===== config.mk =====
export PLATFORM = sky130hd
export DESIGN_NAME = calc_cmd_arbiter
export DESIGN_NICKNAME = d
export VERILOG_FILES = /design/src/rtl/calc_ctrl_pkg.sv /design/src/rtl/cmd_fifo.sv /design/src/rtl/calc_cmd_arbiter.sv
export SDC_FILE = /design/constraint.sdc
export NUM_CORES = 1
export LEC_CHECK = 0
export CAP_MARGIN = 25
export CORE_AREA = 10 10 209 211
export CTS_BUF_LIST = sky130_fd_sc_hd__clkbuf_8 sky130_fd_sc_hd__clkbuf_16
export CTS_CLUSTER_DIAMETER = 100
export DETAILED_ROUTE_END_ITERATION = 8
export DIE_AREA = 0 0 219 221
export PLACE_DENSITY = 0.58
export SYNTH_ARGS = -nofsm -noshare
export SYNTH_HDL_FRONTEND = slang
export SYNTH_SLANG_ARGS = --single-unit
export TNS_END_PERCENT = 30

===== constraint.sdc =====
create_clock -name CLK -period 2.8 [get_ports CLK]
set_input_delay 0.28 -clock CLK [delete_from_list [all_inputs] [get_ports CLK]]
set_output_delay 0.28 -clock CLK [all_outputs]
set_load 0.02 [all_outputs]

===== src/rtl/calc_ctrl_pkg.sv =====
// Shared definitions for the calculator command arbiter: FSM encoding,
// the 29-bit command layout and the default timing parameters.
package calc_ctrl_pkg;

  typedef enum logic [1:0] {
    ST_IDLE  = 2'd0,
    ST_WRITE = 2'd1,
    ST_READ  = 2'd2,
    ST_GAP   = 2'd3
  } state_t;

  localparam int CMD_W    = 29;
  localparam int RW_BIT   = 28;
  localparam int ADDR_LSB = 20;
  localparam int ADDR_W   = 8;
  localparam int A_LSB    = 12;
  localparam int A_W      = 8;
  localparam int B_LSB    = 4;
  localparam int B_W      = 8;
  localparam int SEL_LSB  = 0;
  localparam int SEL_W    = 4;

  localparam int WR_HOLD_DEF    = 2;
  localparam int RD_TIMEOUT_DEF = 1023;

  // Field order mirrors the bit offsets above, MSB first.
  typedef struct packed {
    logic              rw;
    logic [ADDR_W-1:0] addr;
    logic [A_W-1:0]    a;
    logic [B_W-1:0]    b;
    logic [SEL_W-1:0]  sel;
  } cmd_t;

endpackage


===== src/rtl/cmd_fifo.sv =====
// Per-requester command queue: power-of-two depth, head visible
// combinationally, push gated by full and pop gated by empty.
module cmd_fifo
  import calc_ctrl_pkg::*;
#(
  parameter int FIFO_DEPTH = 4,
  parameter int DATA_W     = CMD_W
) (
  input  logic              CLK,
  input  logic              RESET,
  input  logic              i_push,
  input  logic [DATA_W-1:0] i_data,
  output logic              o_ready,
  input  logic              i_pop,
  output logic [DATA_W-1:0] o_data,
  output logic              o_empty
);

  localparam int PTR_W = $clog2(FIFO_DEPTH);
  localparam logic [PTR_W:0] LP_FULL = (PTR_W+1)'(FIFO_DEPTH);

  logic [DATA_W-1:0] r_mem [FIFO_DEPTH];
  logic [PTR_W-1:0]  r_wr_ptr;
  logic [PTR_W-1:0]  r_rd_ptr;
  logic [PTR_W:0]    r_count;
  logic              w_push;
  logic              w_pop;

  assign o_ready = (r_count != LP_FULL);
  assign o_empty = (r_count == '0);
  assign w_push  = i_push && o_ready;
  assign w_pop   = i_pop && !o_empty;
  assign o_data  = r_mem[r_rd_ptr];

  // storage array, no reset needed since count gates visibility
  always_ff @(posedge CLK) begin
    if (w_push) begin
      r_mem[r_wr_ptr] <= i_data;
    end
  end

  // pointers wrap naturally at the power-of-two depth
  always_ff @(posedge CLK) begin
    if (RESET) begin
      r_wr_ptr <= '0;
      r_rd_ptr <= '0;
      r_count  <= '0;
    end else begin
      if (w_push) begin
        r_wr_ptr <= r_wr_ptr + PTR_W'(1);
      end
      if (w_pop) begin
        r_rd_ptr <= r_rd_ptr + PTR_W'(1);
      end
      case ({w_push, w_pop})
        2'b10:   r_count <= r_count + (PTR_W+1)'(1);
        2'b01:   r_count <= r_count - (PTR_W+1)'(1);
        default: r_count <= r_count;
      endcase
    end
  end

endmodule


===== src/rtl/calc_cmd_arbiter.sv =====
// Two-requester round-robin arbiter feeding a shared calculator: queues
// commands, issues write strobes and read handshakes, reports completion.
module calc_cmd_arbiter
  import calc_ctrl_pkg::*;
#(
  parameter int FIFO_DEPTH = 4,
  parameter int WR_HOLD    = WR_HOLD_DEF,
  parameter int RD_TIMEOUT = RD_TIMEOUT_DEF
) (
  input  logic             CLK,
  input  logic             RESET,
  input  logic             REQ0_VALID,
  output logic             REQ0_READY,
  input  logic [CMD_W-1:0] REQ0_CMD,
  input  logic             REQ1_VALID,
  output logic             REQ1_READY,
  input  logic [CMD_W-1:0] REQ1_CMD,
  output logic             VALID_CMD,
  output logic             RW_MEM,
  output logic [7:0]       ADDR,
  output logic [7:0]       IN_A,
  output logic [7:0]       IN_B,
  output logic [3:0]       SEL,
  input  logic             BUSY,
  input  logic             CALC_ACTIVE,
  output logic             DONE0,
  output logic             DONE1,
  output logic             ABORT,
  output logic             TIMEOUT_ERR,
  output logic             GRANT
);

  localparam int CNT_MAX = (RD_TIMEOUT > WR_HOLD) ? RD_TIMEOUT : WR_HOLD;
  localparam int CNT_W   = $clog2(CNT_MAX + 1);

  state_t           r_state;
  state_t           w_state_nxt;
  logic [CNT_W-1:0] r_cnt;
  logic [CNT_W-1:0] w_cnt_nxt;
  logic             r_busy_seen;
  logic             w_busy_seen_nxt;
  logic             r_valid;
  logic             w_valid_nxt;
  cmd_t             r_cmd;
  cmd_t             w_head;
  logic             w_load;
  logic             r_grant;
  logic             w_grant_nxt;
  logic             r_rr_next;
  logic             w_rr_next_nxt;
  logic             r_done0;
  logic             r_done1;
  logic             r_abort;
  logic             r_tout;
  logic             w_done0_nxt;
  logic             w_done1_nxt;
  logic             w_abort_nxt;
  logic             w_tout_nxt;
  logic             w_finish;
  logic             w_win;
  logic             w_pop0;
  logic             w_pop1;
  logic             w_empty0;
  logic             w_empty1;
  logic [CMD_W-1:0] w_data0;
  logic [CMD_W-1:0] w_data1;

  cmd_fifo #(.FIFO_DEPTH(FIFO_DEPTH), .DATA_W(CMD_W)) u_fifo0 (
    .CLK     (CLK),
    .RESET   (RESET),
    .i_push  (REQ0_VALID),
    .i_data  (REQ0_CMD),
    .o_ready (REQ0_READY),
    .i_pop   (w_pop0),
    .o_data  (w_data0),
    .o_empty (w_empty0)
  );

  cmd_fifo #(.FIFO_DEPTH(FIFO_DEPTH), .DATA_W(CMD_W)) u_fifo1 (
    .CLK     (CLK),
    .RESET   (RESET),
    .i_push  (REQ1_VALID),
    .i_data  (REQ1_CMD),
    .o_ready (REQ1_READY),
    .i_pop   (w_pop1),
    .o_data  (w_data1),
    .o_empty (w_empty1)
  );

  assign w_head      = w_win ? cmd_t'(w_data1) : cmd_t'(w_data0);
  assign VALID_CMD   = r_valid;
  assign RW_MEM      = r_cmd.rw;
  assign ADDR        = r_cmd.addr;
  assign IN_A        = r_cmd.a;
  assign IN_B        = r_cmd.b;
  assign SEL         = r_cmd.sel;
  assign GRANT       = r_grant;
  assign DONE0       = r_done0;
  assign DONE1       = r_done1;
  assign ABORT       = r_abort;
  assign TIMEOUT_ERR = r_tout;

  // next-state, strobe and pulse decode
  always_comb begin
    w_state_nxt     = r_state;
    w_cnt_nxt       = r_cnt;
    w_busy_seen_nxt = r_busy_seen;
    w_valid_nxt     = 1'b0;
    w_load          = 1'b0;
    w_grant_nxt     = r_grant;
    w_rr_next_nxt   = r_rr_next;
    w_abort_nxt     = 1'b0;
    w_tout_nxt      = 1'b0;
    w_finish        = 1'b0;
    w_pop0          = 1'b0;
    w_pop1          = 1'b0;

    if (!w_empty0 && !w_empty1) begin
      w_win = r_rr_next;
    end else if (!w_empty1) begin
      w_win = 1'b1;
    end else begin
      w_win = 1'b0;
    end

    case (r_state)
      ST_IDLE: begin
        if (CALC_ACTIVE && !BUSY && !(w_empty0 && w_empty1)) begin
          w_load          = 1'b1;
          w_pop0          = !w_win;
          w_pop1          = w_win;
          w_grant_nxt     = w_win;
          w_rr_next_nxt   = !w_win;
          w_cnt_nxt       = '0;
          w_busy_seen_nxt = 1'b0;
          w_state_nxt     = w_head.rw ? ST_WRITE : ST_READ;
        end else begin
          w_state_nxt = ST_IDLE;
        end
      end
      ST_WRITE: begin
        if (!CALC_ACTIVE) begin
          w_abort_nxt = 1'b1;
          w_state_nxt = ST_GAP;
        end else if (r_cnt == CNT_W'(WR_HOLD)) begin
          w_finish    = 1'b1;
          w_state_nxt = ST_GAP;
        end else begin
          w_valid_nxt = 1'b1;
          w_cnt_nxt   = r_cnt + CNT_W'(1);
        end
      end
      ST_READ: begin
        // r_cnt==0 is the launch cycle: the strobe is not out yet, so BUSY is ignored
        if (!CALC_ACTIVE) begin
          w_abort_nxt = 1'b1;
          w_state_nxt = ST_GAP;
        end else if (r_cnt == '0) begin
          w_valid_nxt = 1'b1;
          w_cnt_nxt   = CNT_W'(1);
        end else if (r_busy_seen && !BUSY) begin
          w_finish    = 1'b1;
          w_state_nxt = ST_GAP;
        end else if (r_cnt == CNT_W'(RD_TIMEOUT)) begin
          w_tout_nxt  = 1'b1;
          w_state_nxt = ST_GAP;
        end else begin
          w_valid_nxt     = 1'b1;
          w_cnt_nxt       = r_cnt + CNT_W'(1);
          w_busy_seen_nxt = r_busy_seen | BUSY;
        end
      end
      ST_GAP: begin
        w_state_nxt = ST_IDLE;
      end
      default: begin
        w_state_nxt = ST_IDLE;
      end
    endcase

    w_done0_nxt = w_finish && !r_grant;
    w_done1_nxt = w_finish && r_grant;
  end

  // state and registered outputs
  always_ff @(posedge CLK) begin
    if (RESET) begin
      r_state     <= ST_IDLE;
      r_cnt       <= '0;
      r_busy_seen <= 1'b0;
      r_valid     <= 1'b0;
      r_cmd       <= '0;
      r_grant     <= 1'b0;
      r_rr_next   <= 1'b0;
      r_done0     <= 1'b0;
      r_done1     <= 1'b0;
      r_abort     <= 1'b0;
      r_tout      <= 1'b0;
    end else begin
      r_state     <= w_state_nxt;
      r_cnt       <= w_cnt_nxt;
      r_busy_seen <= w_busy_seen_nxt;
      r_valid     <= w_valid_nxt;
      r_grant     <= w_grant_nxt;
      r_rr_next   <= w_rr_next_nxt;
      r_done0     <= w_done0_nxt;
      r_done1     <= w_done1_nxt;
      r_abort     <= w_abort_nxt;
      r_tout      <= w_tout_nxt;
      if (w_load) begin
        r_cmd <= w_head;
      end else begin
        r_cmd <= r_cmd;
      end
    end
  end

endmodule


==> run summary <==
Hold Buf Count CTS = 0
CORE AREA = 39,460 µm²
crit start category = register
row count = 73
io pins = 101
Design Area, Final = 14,710 µm²
initial antenna violation count = 3
Worst-path clk slew = 0.06 ns
TritonCTS buffer count = 34
post-layout min period = 2.548 ns
Net count, final = 887
final worst path period share = 91.01%
clock sink count = 299
synth warn = 0
Post-route DRC = 0
Routed WL per cell = 19.87 µm
CTS tree = done
crit path capture type = register
GPL Wtd Cong = 0.7613
Leak = 4.867 nW
Layout area overhead = 25.22%
endpoints failing hold = 0
Port Buffer Count = 100
Sequential Area = 8313 µm²
fmax = 392.4 MHz
Async SR Flop Fraction = 0%
Synth Register Bits = 299
MaxCap Viol Count = 0
relative slew slack = 47.37%
RSZ-0062 raised after global routing = false
final setup vio count = 0
Tot Pwr = 13.26 mW
CP required = 3.24 ns
Pwr Density = 901.6 nW/µm²
WS Path Type = reg -> reg
status = completed
initial core utilization = 29.78%
pin count of the biggest net entering global routing = 61
post-synthesis cell count = 677
FILL cells = 3,719
total track usage = 11.11%
first-pass GRT wire length = 40.77 mm
synth unique cells = 50
Multi-input gate area = 3232 µm²
CP Data Arrival Time = 2.99 ns
DRT iter0 DRCs = 434
Chip Width = 219 µm
Via density = 4.642
Syn Area/Cell = 17.35 µm²
Clock Path Buffers = 3
final slew viol count = 0
number of synthesized flops with an enable pin = 232
Die ar. = 48,400 µm²
Detail Placement HPWL = 17.55 mm
H-Tree Depth = 2
worst-case vdd ir drop = 0.6160 mV
GRT Residual Overflow = 0
vias in the first global route = 6,560
via count = 6,295
Slew @ Worst Pin = 0.7894 ns
Total Routed Length = 26.95 mm
worst hold path type = in -> reg
ys flop type = edfxtp_1
die height = 221 µm
worst clock skew = 0.01701 ns
post-CTS setup repair buffer count = 0
sequential area share after synthesis = 70.71%
DRT antenna net count = 0
Clock Latency Late Sink = 0.52 ns
Worst Path Max Fanout = 4
setup TNS = 0 ns
fin util = 37.28%
fraction of layout cells with a size suffix above 1 = 19.52%
Netlist Area Pre-Place = 11,750 µm²
Resize count post-CTS = 0
Pre-antenna DRT Iters = 4
Syn Nets = 760
root buf cell = clkbuf_16
DP Area = 13,570 µm²
==> area by class of cell <==
cell class,count,share of cell area [%]
well taps,525,4.465
clock inverters,23,1.446
clock buffers,39,6.328
inverters,20,0.5103
multi-input cells,325,21.97
diodes,1,0.01701
repair buffers,124,8.760
flip-flops and latches,299,56.51
==> metal layers <==
metal	part of all wire (%)	track usage (%)
met2	50	18.67
met5	0.10	0
met4	1.9	3.104
met1	42	13.72
met3	5.6	2.988
==> Yosys cell counts (2+ instances only) <==
master	number	share of area, %
o21a_1	2	0.13
nor2b_1	2	0.11
o21ai_1	2	0.085
o21ai_0	8	0.34
nor3b_1	4	0.26
nor3_1	10	0.43
and3_1	12	0.64
nand2_1	16	0.51
clkbuf_1	11	0.35
a32o_1	7	0.60
inv_1	19	0.61
buf_1	3	0.096
nor4_4	3	0.54
edfxtp_1	232	59
fa_1	2	0.34
a21oi_1	15	0.64
nand4_1	4	0.21
and2_1	4	0.21
xor2_1	6	0.45
nand2b_1	3	0.16
dfxtp_1	67	11
xnor2_1	4	0.30
buf_4	4	0.26
mux2i_1	29	2.5
a211oi_1	32	2.0
buf_2	14	0.60
mux4_2	58	11
or3_1	3	0.16
nand3_1	14	0.60
ha_1	17	1.8
nor2_1	51	1.6
==> sequential cells by signal, summed over array words and instances (netlist names), 2 cells and up, named ones only <==
name              count
ADDR                  8
IN_A                  8
IN_B                  8
SEL                   4
r_cnt                10
r_state               2
u_fifo0.r_count       3
u_fifo0.r_mem       116
u_fifo0.r_rd_ptr      2
u_fifo0.r_wr_ptr      2
u_fifo1.r_count       3
u_fifo1.r_mem       116
u_fifo1.r_rd_ptr      2
u_fifo1.r_wr_ptr      2
==> report_power, final <==
part	switching, mW	internal, mW	total (mW)
Combinational	1.77	1.50	3.27
Clock	1.77	2.68	4.45
Sequential	0.241	5.30	5.54
==> path summary, 6_finish.rpt <==
path                            slack, ns  depth (start not counted)                         endpoint                       startpoint
worst min register to register       0.48                          2         r_busy_seen$_SDFFE_PP0P_         r_busy_seen$_SDFFE_PP0P_
worst max-delay path                 0.25                          8  u_fifo1.r_count[2]$_SDFFE_PP0P_  u_fifo0.r_count[0]$_SDFFE_PP0P_
worst max register to register       0.25                          8  u_fifo1.r_count[2]$_SDFFE_PP0P_  u_fifo0.r_count[0]$_SDFFE_PP0P_
worst min-delay path                 0.28                          3            r_cnt[2]$_SDFFE_PP0P_                            RESET
==> metrics by stage <==
stage                     hold slack [ns]  std cells  worst slack [ns]
final                              0.2817       1356            0.2516
after global routing               0.2978       1355            0.1289
after CTS                          0.2889       1355            0.2243
after detailed placement           0.4733       1293           0.03186
after global placement             0.4747       1293           0.06128
after floorplan                    0.3561        677            0.2496
==> worst max-delay path: stages (launching register included) <==
cell and delay [ns]:
dfxtp_1 0.33, or3_4 0.42, a2111oi_4 0.40, ha_1 0.24
inv_1 0.07, fa_1 0.42, xor2_1 0.15, or3_1 0.30
a21oi_1 0.14
==> logic make-up (layout without fill, tap and decap cells) <==
family                   after synthesis  count (layout)  share of synthesized area (%)
multiplexers                          87              87                          13.59
other                                  0               1                              0
AO/OA/AOI/OAI                         79              79                          5.027
buffers and inverters                 53             206                          2.034
AND/OR/NAND/NOR                      130             130                          5.740
adder cells (fa/ha/maj)               19              19                          2.151
flip-flops                           299             299                          70.71
XOR/XNOR                              10              10                         0.7454
==> cells in the final DEF, fill, tap and decap left out, types with 16 or more instances in the layout <==
master / Yosys / layout
nor2_1: 51 / 51
inv_1: 19 / 23
mux4_2: 58 / 58
nand2_1: 16 / 16
ha_1: 17 / 17
a211oi_1: 32 / 31
edfxtp_1: 232 / 232
dfxtp_1: 67 / 63
clkbuf_16: 0 / 35
clkdlybuf4s50_1: 0 / 99
mux2i_1: 29 / 29
No activity file was read; power rests on OpenSTA's default activity.
